--- src/rtl/cpu7_csr_wrpipe_pkg.sv ---
// Shared constants and stage-control helpers for the CSR write pipeline.
// The CPU7_CSR_XCHG_EN macro (see cpu7_csr_wrpipe.sv) does not affect this package.
package cpu7_csr_wrpipe_pkg;

  localparam int unsigned LSOC1K_CSR_BIT = 14;
  localparam int unsigned GRLEN          = 32;
  localparam int unsigned CSR_PAYLOAD_W  = LSOC1K_CSR_BIT + GRLEN + 1;

  typedef enum logic [1:0] {
    STG_ADVANCE,
    STG_HOLD,
    STG_KILL,
    STG_DROP
  } stage_op_e;

  // Kill beats hold beats load; with none asserted the stage empties.
  function automatic stage_op_e stage_op(input logic load, input logic kill, input logic hold);
    if (kill) return STG_KILL;
    if (hold) return STG_HOLD;
    if (load) return STG_ADVANCE;
    return STG_DROP;
  endfunction

endpackage

--- src/rtl/cpu7_csr_wrstage.sv ---
// One CSR write pipeline stage holding a packed {valid, addr, data} payload.
// Address/data only update when a valid request is loaded, so idle stages do not toggle.
module cpu7_csr_wrstage
  import cpu7_csr_wrpipe_pkg::*;
#(
  parameter int unsigned PW = CSR_PAYLOAD_W
) (
  input  logic          clk,
  input  logic          reset,
  input  logic          load_i,
  input  logic          kill_i,
  input  logic          hold_i,
  input  logic [PW-1:0] pl_i,
  output logic [PW-1:0] pl_o
);

  logic [PW-1:0] pl_q;
  logic [PW-1:0] pl_d;

  always_comb begin
    pl_d = pl_q;
    unique case (stage_op(load_i, kill_i, hold_i))
      STG_ADVANCE: begin
        pl_d[PW-1] = pl_i[PW-1];
        if (pl_i[PW-1]) begin
          pl_d[PW-2:0] = pl_i[PW-2:0];
        end
      end
      STG_HOLD: pl_d = pl_q;
      STG_KILL, STG_DROP: pl_d[PW-1] = 1'b0;
    endcase
  end

  always_ff @(posedge clk) begin
    if (reset) begin
      pl_q <= '0;
    end else begin
      pl_q <= pl_d;
    end
  end

  assign pl_o = pl_q;

endmodule

--- src/rtl/cpu7_csr_wrpipe.sv ---
// CSR write pipeline: captures csrwr/csrxchg at D, stages through E/M/W, commits once at W.
// Define CPU7_CSR_XCHG_EN to enable the csrxchg mask merge; otherwise write data passes through.
module cpu7_csr_wrpipe
  import cpu7_csr_wrpipe_pkg::*;
#(
  parameter int unsigned CSR_AW = LSOC1K_CSR_BIT,
  parameter int unsigned DW     = GRLEN
) (
  input  logic              clk,
  input  logic              reset,
  input  logic              csr_wen_d,
  input  logic [CSR_AW-1:0] csr_waddr_d,
  input  logic [DW-1:0]     csr_wdata_d,
  input  logic [DW-1:0]     csr_wmask_d,
  input  logic              csr_xchg_d,
  input  logic [DW-1:0]     csr_rdata_d,
  input  logic              stall,
  input  logic              flush_m,
  output logic              csr_wen_e,
  output logic [CSR_AW-1:0] csr_waddr_e,
  output logic [DW-1:0]     csr_wdata_e,
  output logic              csr_wen_m,
  output logic [CSR_AW-1:0] csr_waddr_m,
  output logic [DW-1:0]     csr_wdata_m,
  output logic              csr_wen_w,
  output logic [CSR_AW-1:0] csr_waddr_w,
  output logic [DW-1:0]     csr_wdata_w,
  output logic              csr_wr_pending
);

  localparam int unsigned PW = CSR_AW + DW + 1;

  logic [DW-1:0] data_req;
  logic [PW-1:0] pl_req;
  logic [PW-1:0] pl_e;
  logic [PW-1:0] pl_m;
  logic [PW-1:0] pl_w;
  logic          advance;

`ifdef CPU7_CSR_XCHG_EN
  assign data_req = csr_xchg_d ? ((csr_wdata_d & csr_wmask_d) | (csr_rdata_d & ~csr_wmask_d))
                               : csr_wdata_d;
`else
  logic unused_xchg;
  assign unused_xchg = ^{csr_wmask_d, csr_xchg_d, csr_rdata_d};
  assign data_req    = csr_wdata_d;
`endif

  assign pl_req  = {csr_wen_d, csr_waddr_d, data_req};
  assign advance = ~stall & ~flush_m;

  cpu7_csr_wrstage #(.PW(PW)) u_stage_e (
    .clk   (clk),
    .reset (reset),
    .load_i(advance),
    .kill_i(flush_m),
    .hold_i(stall),
    .pl_i  (pl_req),
    .pl_o  (pl_e)
  );

  cpu7_csr_wrstage #(.PW(PW)) u_stage_m (
    .clk   (clk),
    .reset (reset),
    .load_i(advance),
    .kill_i(flush_m),
    .hold_i(stall),
    .pl_i  (pl_e),
    .pl_o  (pl_m)
  );

  // W never holds its valid bit: a stalled or flushed cycle must not repeat a commit.
  cpu7_csr_wrstage #(.PW(PW)) u_stage_w (
    .clk   (clk),
    .reset (reset),
    .load_i(advance),
    .kill_i(flush_m),
    .hold_i(1'b0),
    .pl_i  (pl_m),
    .pl_o  (pl_w)
  );

  assign csr_wen_e   = pl_e[PW-1];
  assign csr_waddr_e = pl_e[PW-2 -: CSR_AW];
  assign csr_wdata_e = pl_e[DW-1:0];

  assign csr_wen_m   = pl_m[PW-1];
  assign csr_waddr_m = pl_m[PW-2 -: CSR_AW];
  assign csr_wdata_m = pl_m[DW-1:0];

  assign csr_wen_w   = pl_w[PW-1];
  assign csr_waddr_w = pl_w[PW-2 -: CSR_AW];
  assign csr_wdata_w = pl_w[DW-1:0];

  assign csr_wr_pending = csr_wen_e | csr_wen_m;

endmodule

--- config.mk ---
export PLATFORM = sky130hd
export DESIGN_NAME = cpu7_csr_wrpipe
export DESIGN_NICKNAME = d
export VERILOG_FILES = /design/src/rtl/cpu7_csr_wrpipe_pkg.sv /design/src/rtl/cpu7_csr_wrstage.sv /design/src/rtl/cpu7_csr_wrpipe.sv
export SDC_FILE = /design/constraint.sdc
export NUM_CORES = 1
export LEC_CHECK = 0
export ABC_AREA = 1
export CAP_MARGIN = 20
export CORE_MARGIN = 2
export CORE_UTILIZATION = 28
export DETAILED_ROUTE_END_ITERATION = 6
export PLACE_DENSITY = 0.56
export SETUP_SLACK_MARGIN = 0.3
export SKIP_LAST_GASP = 1
export SLEW_MARGIN = 20
export SYNTH_ARGS = -nofsm -noshare
export SYNTH_HDL_FRONTEND = slang
export SYNTH_SLANG_ARGS = --single-unit
--- constraint.sdc ---
create_clock -name clk -period 2.94 [get_ports clk]
set_input_delay 0.294 -clock clk [delete_from_list [all_inputs] [get_ports clk]]
set_output_delay 0.294 -clock clk [all_outputs]
set_load 0.02 [all_outputs]
==> results summary, run 1 <==
The flow ran to the end, and the final reports show no timing, DRC or antenna violations. The worst-case headroom to the max-slew limit is 29.4%. The floorplan step defined a core boundary enclosing between 20,000 and 25,000 um^2. The power density over the cells came out at 530 nW/um^2. The part of the cycle the worst path needs came out at about two thirds. The dominant combinational cell family by area after synthesis is simple AND/OR/NAND/NOR gates. The fraction of layout cells with a size suffix above 1 came out at under 10%. The simple-gate share of the synthesized area is 28.7%. The routed wire length is between 15,000 and 20,000 um. The number of buffers inserted by port buffering is ~190. For this run, the slowest stage of the critical path takes slightly below 600 ps. The synthesized flop and latch total came out at 141. Summed over all layers, the global routing overflow is 0.

After clock tree synthesis, the repair step resized 0 gates. The I/O pin total came out at approximately 260. The data required time of the critical path came out at ~2700 ps. The die footprint came out at between 20,000 and 25,000 um^2. STA classifies the critical path endpoint as a primary output. The startpoint identified for the worst register-to-register timing path is u_stage_e.pl_o[46]. The signed area change from the synthesized netlist to the final layout is 43.3%. The number of clock sinks is 141.

At the later pin of the worst-skew pair, clock insertion delay measures 420 ps. Of all flip-flops after synthesis, the portion carrying an async set or reset was 0%. In the routed design, unresolved DRC markers number 0. The final setup violation count is 0.

The critical path is of the reg2out type. On the critical path, the stage with the largest delay is an instance of sky130_fd_sc_hd__clkdlybuf4s50_1. The detailed-router iteration count before antenna repair came out at 5.

The terminus of the critical flop-to-flop path is u_stage_m.pl_o[9]. The slew at the pin closest to its max-slew limit is roughly 1100 ps. The achievable frequency is between 500 and 600 MHz. IR analysis of the VDD net gives a maximum drop of 0.000334 V. The global-route wire length before repair came out at 27,900 um.

The buffers inserted during post-CTS setup optimization is 0. The number of endpoints with negative hold slack in the final report is 0. The layout filler cell count came out at ~2,300. Setup total negative slack on the finished layout was measured at 0 ps.

The effective utilization at floorplan is 28.4%. The path depth of the worst reg2reg path is 4. The gate count after technology mapping is 920. The startpoint type of the worst setup path is a register. The standard-cell row count came out at between 50 and 60.

Setup repair after global routing left no endpoint under its margin. The count of unique library cells instantiated by Yosys came out at 12. Clock-pin slew was measured on the worst setup and hold paths at 60 ps. The half-perimeter wire length of the detailed placement result came out at 10,300 um. The family of cells with the greatest summed delay on the critical path is buffers and inverters.

In this run the remaining antenna-violating nets after routing total 0. The share of synthesized cell area in full adder, half adder and majority cells came out at 0%. In this run the horizontal extent of the chip is roughly 150 um. The net total in the final layout came out at about 1,200. The die is about 150 um tall.

The number of global-route vias before repair came out at a little over 5,000. The summed instance area of the synthesized netlist came out at a little over 6000 um^2. The count of flip-flops with a built-in enable after synthesis came out at 0.

For the worst setup path, the data arrival time is between 1500 and 2000 ps. The count of synthesis-stage warnings from yosys is 0. The leakage power of the design came out at between 3 and 4 nW. The via count is between 5,000 and 6,000. The root buffer selected by CTS is sky130_fd_sc_hd__clkbuf_16. The highest net fanout along the worst path came out at 3.

After synthesis, the most frequently instantiated cells are sky130_fd_sc_hd__dfxtp_1 (141), sky130_fd_sc_hd__nand2_1 (141), sky130_fd_sc_hd__a21oi_1 (140), sky130_fd_sc_hd__inv_1 (140), sky130_fd_sc_hd__nand3_1 (140). The critical path runs through a total of 2 cells. The number of nets in the synthesized netlist came out at ~1,000. The synthesized-area fraction occupied by xor and xnor cells is 0%. The initial antenna violation count is 1. Ranked by total cell area, the synthesized netlist is headed by sky130_fd_sc_hd__dfxtp_1 (46%), sky130_fd_sc_hd__a21oi_1 (11%), sky130_fd_sc_hd__nand3_1 (11%). The post-synthesis sequential area ratio is 45.8%. The number of buffers on the longest clock path came out at 2. The final critical delay including setup and external delays is about 1900 ps.

The number of buffers created by CTS is 17. The setup clock skew after layout is between 15 and 20 ps. The combined buffer and inverter count along the critical path came out at 1. The portion of synthesized cell area occupied by the leading cell type is between 40% and 50%. The mux cell area share after synthesis is 0%. The largest net degree at the start of global routing is ~140.

The worst setup path startpoint is u_stage_e.pl_o[46]. The placer congestion estimate came out at between 0.7 and 0.8. In this run, post-CTS hold repair placed 0 buffers. The most critical setup path has its endpoint at csr_wr_pending. The register-to-register setup slack is between 1000 and 1500 ps.

The average wire per standard cell came out at about 13 um. The number of DRC violations after detailed-routing iteration 0 came out at between 300 and 400. The max-slew violation count is 0. The per-cell via count in the routed design came out at around 4.3. The synthesized area per cell came out at between 6 and 7 um^2. The path class of the tightest hold or removal check is reg2reg.

TritonCTS built the clock tree. The tool flagged a number of max-cap violations equal to 0. The biggest area contributor in the post-synthesis netlist is sky130_fd_sc_hd__dfxtp_1. The signal on the critical path passes through or2_2 > clkdlybuf4s50_1.

The final-layout worst hold slack came out at around 480 ps. The most used flip-flop cell after synthesis is sky130_fd_sc_hd__dfxtp_1. Summing the areas of all compound-gate instances in the mapped netlist gives 11.4% of the synthesized area. The aggregate global-route resource usage is 14.7%. In this run the number of H-tree levels came out at 4.
kinds of logic after synthesis:
family | count (synthesis)
simple gates | 422
compound gates | 140
flops | 141
buf+inv | 217
through the flow:
stage	area, um^2	utilization (%)	total power, mW	setup WS (ps)	cells
after detailed placement	8220	37.9	2.53	885	1325
after CTS	8820	40.7	4.76	974	1356
after global routing	8820	40.7	4.89	962	1356
after floorplan	6160	-	2.32	1490	920
final	8820	40.7	4.68	1010	1357
after global placement	8220	37.9	2.54	898	1325
cell type report:
class / count / area (um^2) / share of cell area [%]
clock buffer: 22 / 485 / 5.50
tap: 280 / 350 / 3.97
multi-input combinational: 562 / 2470 / 28.0
inverter: 140 / 528 / 5.99
antenna: 1 / 2.50 / 0.0284
clock inverter: 9 / 110 / 1.25
sequential: 141 / 2830 / 32.1
timing repair buffer: 202 / 2040 / 23.2
worst min-delay path by stage:
stage	start	cells past startpoint	slack, ps	to
floorplan	reset	1	360	u_stage_e.pl_o[46]
global placement	u_stage_w.pl_o[43]	2	460	u_stage_w.pl_o[43]
detailed placement	u_stage_w.pl_o[4]	2	470	u_stage_w.pl_o[4]
CTS	u_stage_w.pl_o[43]	2	480	u_stage_w.pl_o[43]
global route	u_stage_w.pl_o[30]	2	500	u_stage_w.pl_o[30]
finish	u_stage_w.pl_o[43]	2	480	u_stage_w.pl_o[43]
tightest hold or removal path: cells and delay by family, from the launching register on:
family	cells	cell delay (ps)
AND/OR/NAND/NOR	1	80
flip-flops	1	320
AO/OA/AOI/OAI	1	40
where the power goes:
group / total (mW) / switching (mW) / leakage, nW / internal [mW]
clock network: 2.19 / 0.846 / 0.283 / 1.34
logic: 0.500 / 0.284 / 1.99 / 0.216
registers: 1.99 / 0.0341 / 1.14 / 1.95
total: 4.68 / 1.16 / 3.42 / 3.51
metal layers:
metal	track usage, %	vias to the layer above	part of all wire (%)
met5	0	-	0
met4	5.92	0	1.8
met3	3.90	18	4.5
met2	22.3	110	44
met1	19.8	2492	50
li1	-	3154	-
placed cells by master, fill, tap and decap left out, types with 2 or more instances in the layout:
master / instances
sky130_fd_sc_hd__clkinv_2: 2
sky130_fd_sc_hd__dfxtp_1: 139
sky130_fd_sc_hd__buf_12: 4
sky130_fd_sc_hd__nand3_1: 140
sky130_fd_sc_hd__nor2_1: 139
sky130_fd_sc_hd__clkdlybuf4s50_1: 191
sky130_fd_sc_hd__bufinv_16: 2
sky130_fd_sc_hd__dfxtp_4: 2
sky130_fd_sc_hd__clkbuf_16: 18
sky130_fd_sc_hd__clkinv_4: 2
sky130_fd_sc_hd__a21oi_1: 140
sky130_fd_sc_hd__clkbuf_1: 2
sky130_fd_sc_hd__buf_4: 7
sky130_fd_sc_hd__clkinvlp_4: 3
sky130_fd_sc_hd__nand2_1: 141
sky130_fd_sc_hd__clkbuf_8: 2
sky130_fd_sc_hd__inv_1: 139
flip-flops by register name, summed over array words and instances, names as in the netlist:
register        flops
u_stage_w.pl_o     47
u_stage_m.pl_o     47
u_stage_e.pl_o     47
Power figures use the tool's default switching activity.
==> run 2: changes to the inputs <==
==> constraint.sdc (replaced) <==
create_clock -name clk -period 1.9 [get_ports clk]
set_input_delay 0.19 -clock clk [delete_from_list [all_inputs] [get_ports clk]]
set_output_delay 0.19 -clock clk [all_outputs]
set_load 0.02 [all_outputs]
==> results summary, run 2 (synthesis results as in run 1) <==
The initial antenna violation count came to 2 (was 1). The most frequent standard cell in the layout excluding fill and tap cells is sky130_fd_sc_hd__nand2_1 (was sky130_fd_sc_hd__clkdlybuf4s50_1). The per-cell via count in the routed design came to 4.28 (was 4.25). The sequential cell area in the final layout came out at 2830 um^2 (unchanged). The met2 routing resource usage after global routing came out at 22.2% (was 22.3%).

Result of the run: finished clean (unchanged). The height of the die came to 152 um (unchanged). The reported net switching power is 1.82 mW (was 1.16 mW). The die span in x came out at 152 um (unchanged). The final setup violation count came out at 0 (unchanged).

The average wire per standard cell is 12.6 um (was 12.7 um). The number of clock sinks came out at 141 (unchanged). The worst-case headroom to the max-slew limit is 70.8% (was 29.4%). The signed area change from the synthesized netlist to the final layout is 45.6% (was 43.3%). The CTS clock-pin slew for the worst setup and hold paths came out at 70 ps (was 60 ps). Unrepaired setup endpoints after global routing: no (unchanged). The half-perimeter wire length of the detailed placement result came out at 11,100 um (was 10,300 um). The kind of end point of the critical path is a primary output (unchanged).

The global-route wire length before repair came out at 28,200 um (was 27,900 um). The detailed-router iteration count before antenna repair is 4 (was 5). The largest net degree at the start of global routing is 95 (was 139). The busiest layer in global routing is met2 (unchanged). The number of buffers created by CTS is 17 (unchanged).

The worst min-delay path class is in2reg (was reg2reg). The startpoint of the worst hold path is csr_wen_d (was u_stage_w.pl_o[43]). The buffers inserted during post-CTS setup optimization came to 0 (unchanged). The total of max-cap violations came to 0 (unchanged). The worst path uses 82.1% of the clock period. The worst vdd rail ir drop is 0.000491 V (was 0.000334 V). The I/O pin total came out at 258 (unchanged). The part of the total power dissipated in the clock network came to 45.4% (was 46.8%). Series of cell instances along the critical path: clkdlybuf4s50_1 (was or2_2 > clkdlybuf4s50_1). The number of endpoints with negative hold slack in the final report came out at 0 (unchanged). Most used cells in the layout excluding fill and tap cells: sky130_fd_sc_hd__nand2_1 (141), sky130_fd_sc_hd__a21oi_1 (140), sky130_fd_sc_hd__nand3_1 (140) (was sky130_fd_sc_hd__clkdlybuf4s50_1 (191), sky130_fd_sc_hd__nand2_1 (141), sky130_fd_sc_hd__a21oi_1 (140), sky130_fd_sc_hd__nand3_1 (140)). The clock insertion delay at the later pin of the skew report was 420 ps (about the same). The fraction of layout cells with a size suffix above 1 came out at 5.42% (was 4.18%). The register-to-register setup slack came to 760 ps (was 1290 ps). The routed wire length is 17,200 um (was 17,300 um).

The max-slew violation count came to 0 (unchanged). The type of the worst setup path is reg2out (unchanged). The CTS tree was yes (unchanged). The standard-cell row count came to 54 (unchanged). The achievable frequency is 641 MHz.

The layout filler cell count came out at 2,308 (was 2,280). The area of the multi-input gates is 2470 um^2 (unchanged). The placed cell count is 1,336 (was 1,325).

The number of buffers inserted by port buffering is 192 (unchanged). The worst hold path endpoint is u_stage_e.pl_o[32] (was u_stage_w.pl_o[43]). The aggregate negative setup slack is 0 ps (unchanged). The H-tree depth reported by CTS is 4 (unchanged). The number of buffers on the longest clock path is 2 (unchanged). The switching portion of total power came to 25.8% (was 24.9%).

The data required time of the critical path is 1710 ps (was 2650 ps). The via count is 5,867 (was 5,774). The combinational power share came out at 11.0% (was 10.7%). The worst path needs between 1500 and 2000 ps of the cycle, external delays included. The placer congestion estimate is 0.817 (was 0.773). The count of nets left with antenna violations after detail routing is 0 (unchanged). The sequential share of power is 43.6% (was 42.5%). The path depth of the worst reg2reg path came out at 4 (unchanged). The routing usage on met1 came to 19.6% (was 19.8%). The setup clock skew after layout is 10.0 ps (was 17.0 ps). The post-place setup slack came to 264 ps (was 885 ps). The net total in the final layout came to 1,191 (was 1,180). The start of the worst register-to-register path is u_stage_m.pl_o[46] (was u_stage_e.pl_o[46]). The effective utilization at floorplan was 28.4% (unchanged). The die footprint is 23,200 um^2 (unchanged). The internal power contribution is 5.23 mW (was 3.51 mW). The family of cells with the greatest summed delay on the critical path is buffers and inverters (unchanged). The aggregate global-route resource usage came to 14.8% (was 14.7%). The number of cells traversed by the worst hold path is 4 (was 2). The data arrival at the endpoint of the critical path came out at 1370 ps (was 1640 ps). The post-route worst setup slack came out at 340 ps (was 1010 ps).

The met3 routing resource usage after global routing is 3.81% (was 3.90%). The number of DRC violations after detailed-routing iteration 0 came to 251 (was 324). The number of global-route vias before repair came out at 5,199 (was 5,073). The standard cell with the maximum stage delay on the critical path is sky130_fd_sc_hd__clkdlybuf4s50_1 (unchanged).

The total overflow reported by the global router came to 0 (unchanged). The root buffer selected by CTS is sky130_fd_sc_hd__clkbuf_16 (unchanged). The leakage power of the design is 4.46 nW (was 3.42 nW). The terminus of the critical flop-to-flop path was u_stage_w.pl_o[35] (was u_stage_m.pl_o[9]). The slew at the pin closest to its max-slew limit came out at 438 ps (was 1060 ps).

The power density over the cells is 787 nW/um^2 (was 530 nW/um^2). The startpoint type of the worst setup path is a register (unchanged). The DRC violation count after routing came out at 0 (unchanged). The non-filler instance count after layout came out at 1,370 (was 1,357).

The maximum cell stage delay along the critical path is 610 ps (was 590 ps). The highest net fanout along the worst path is 2 (was 3). The combined buffer and inverter count along the critical path came to 1 (unchanged). The final standard cell utilization of the core is 41.3% (was 40.7%). The area of the core region was 21,700 um^2 (unchanged).
==> run 2: timing repair <==
action | in CTS | in global routing
gates resized for setup | 83 | 35
pin swaps | 0 | 0
hold buffers | 0 | 0
endpoints found under the hold margin | 0 | 0
gates cloned | 0 | 0
setup endpoints to repair | 83 | 34
==> run 2: routing by layer <==
metal / vias to the layer above / routed length (um)
li1: 3189 / -
met3: 29 / 829
met5: - / 0
met2: 128 / 7550
met4: 0 / 523
met1: 2521 / 8320
==> run 2: worst max-delay path by stage <==
| stage | startpoint | end | slack [ps] | depth (start not counted) |
|---|---|---|---|---|
| 2_1_floorplan | u_stage_m.pl_o[46] | csr_wr_pending | 550 | 4 |
| 3_3_place_gp | flush_m | u_stage_m.pl_o[16] | 270 | 7 |
| 3_5_place_dp | stall | u_stage_m.pl_o[16] | 260 | 7 |
| 4_1_cts | u_stage_e.pl_o[46] | csr_wr_pending | 260 | 2 |
| 5_1_grt | u_stage_w.pl_o[18] | csr_wdata_w[18] | 300 | 1 |
| 6_report | u_stage_w.pl_o[38] | csr_waddr_w[6] | 340 | 1 |
==> run 2: per-stage QoR <==
step | area [um^2] | power (mW) | hold slack [ps]
5_1_grt | 8960 | 7.38 | 368
6_report | 8970 | 7.05 | 352
4_1_cts | 8880 | 7.18 | 318
2_1_floorplan | 6160 | 3.59 | 259
3_5_place_dp | 8420 | 3.97 | 468
3_3_place_gp | 8420 | 3.97 | 462
==> run 2: layout make-up <==
| cell class | count | area share [%] |
|---|---|---|
| Antenna cell | 2 | 0.0558 |
| Sequential cell | 141 | 31.6 |
| Inverter | 140 | 5.89 |
| Clock buffer | 20 | 5.09 |
| Timing Repair Buffer | 213 | 24.7 |
| Clock inverter | 12 | 1.24 |
| Multi-Input combinational cell | 562 | 27.5 |
| Tap cell | 280 | 3.91 |
==> run 2: power groups by stage <==
stage | Combinational [mW] | Sequential [mW] | Clock, mW
floorplan | 0.374 | 3.22 | 0
global placement | 0.822 | 3.14 | 0
detailed placement | 0.824 | 3.14 | 0
CTS | 0.787 | 3.08 | 3.31
global route | 0.862 | 3.08 | 3.43
finish | 0.775 | 3.08 | 3.20
==> run 2: worst min-delay path: stages <==
cell and delay (ps):
sky130_fd_sc_hd__buf_4 120, sky130_fd_sc_hd__buf_12 190, sky130_fd_sc_hd__a21oi_1 170, sky130_fd_sc_hd__nor2_1 50
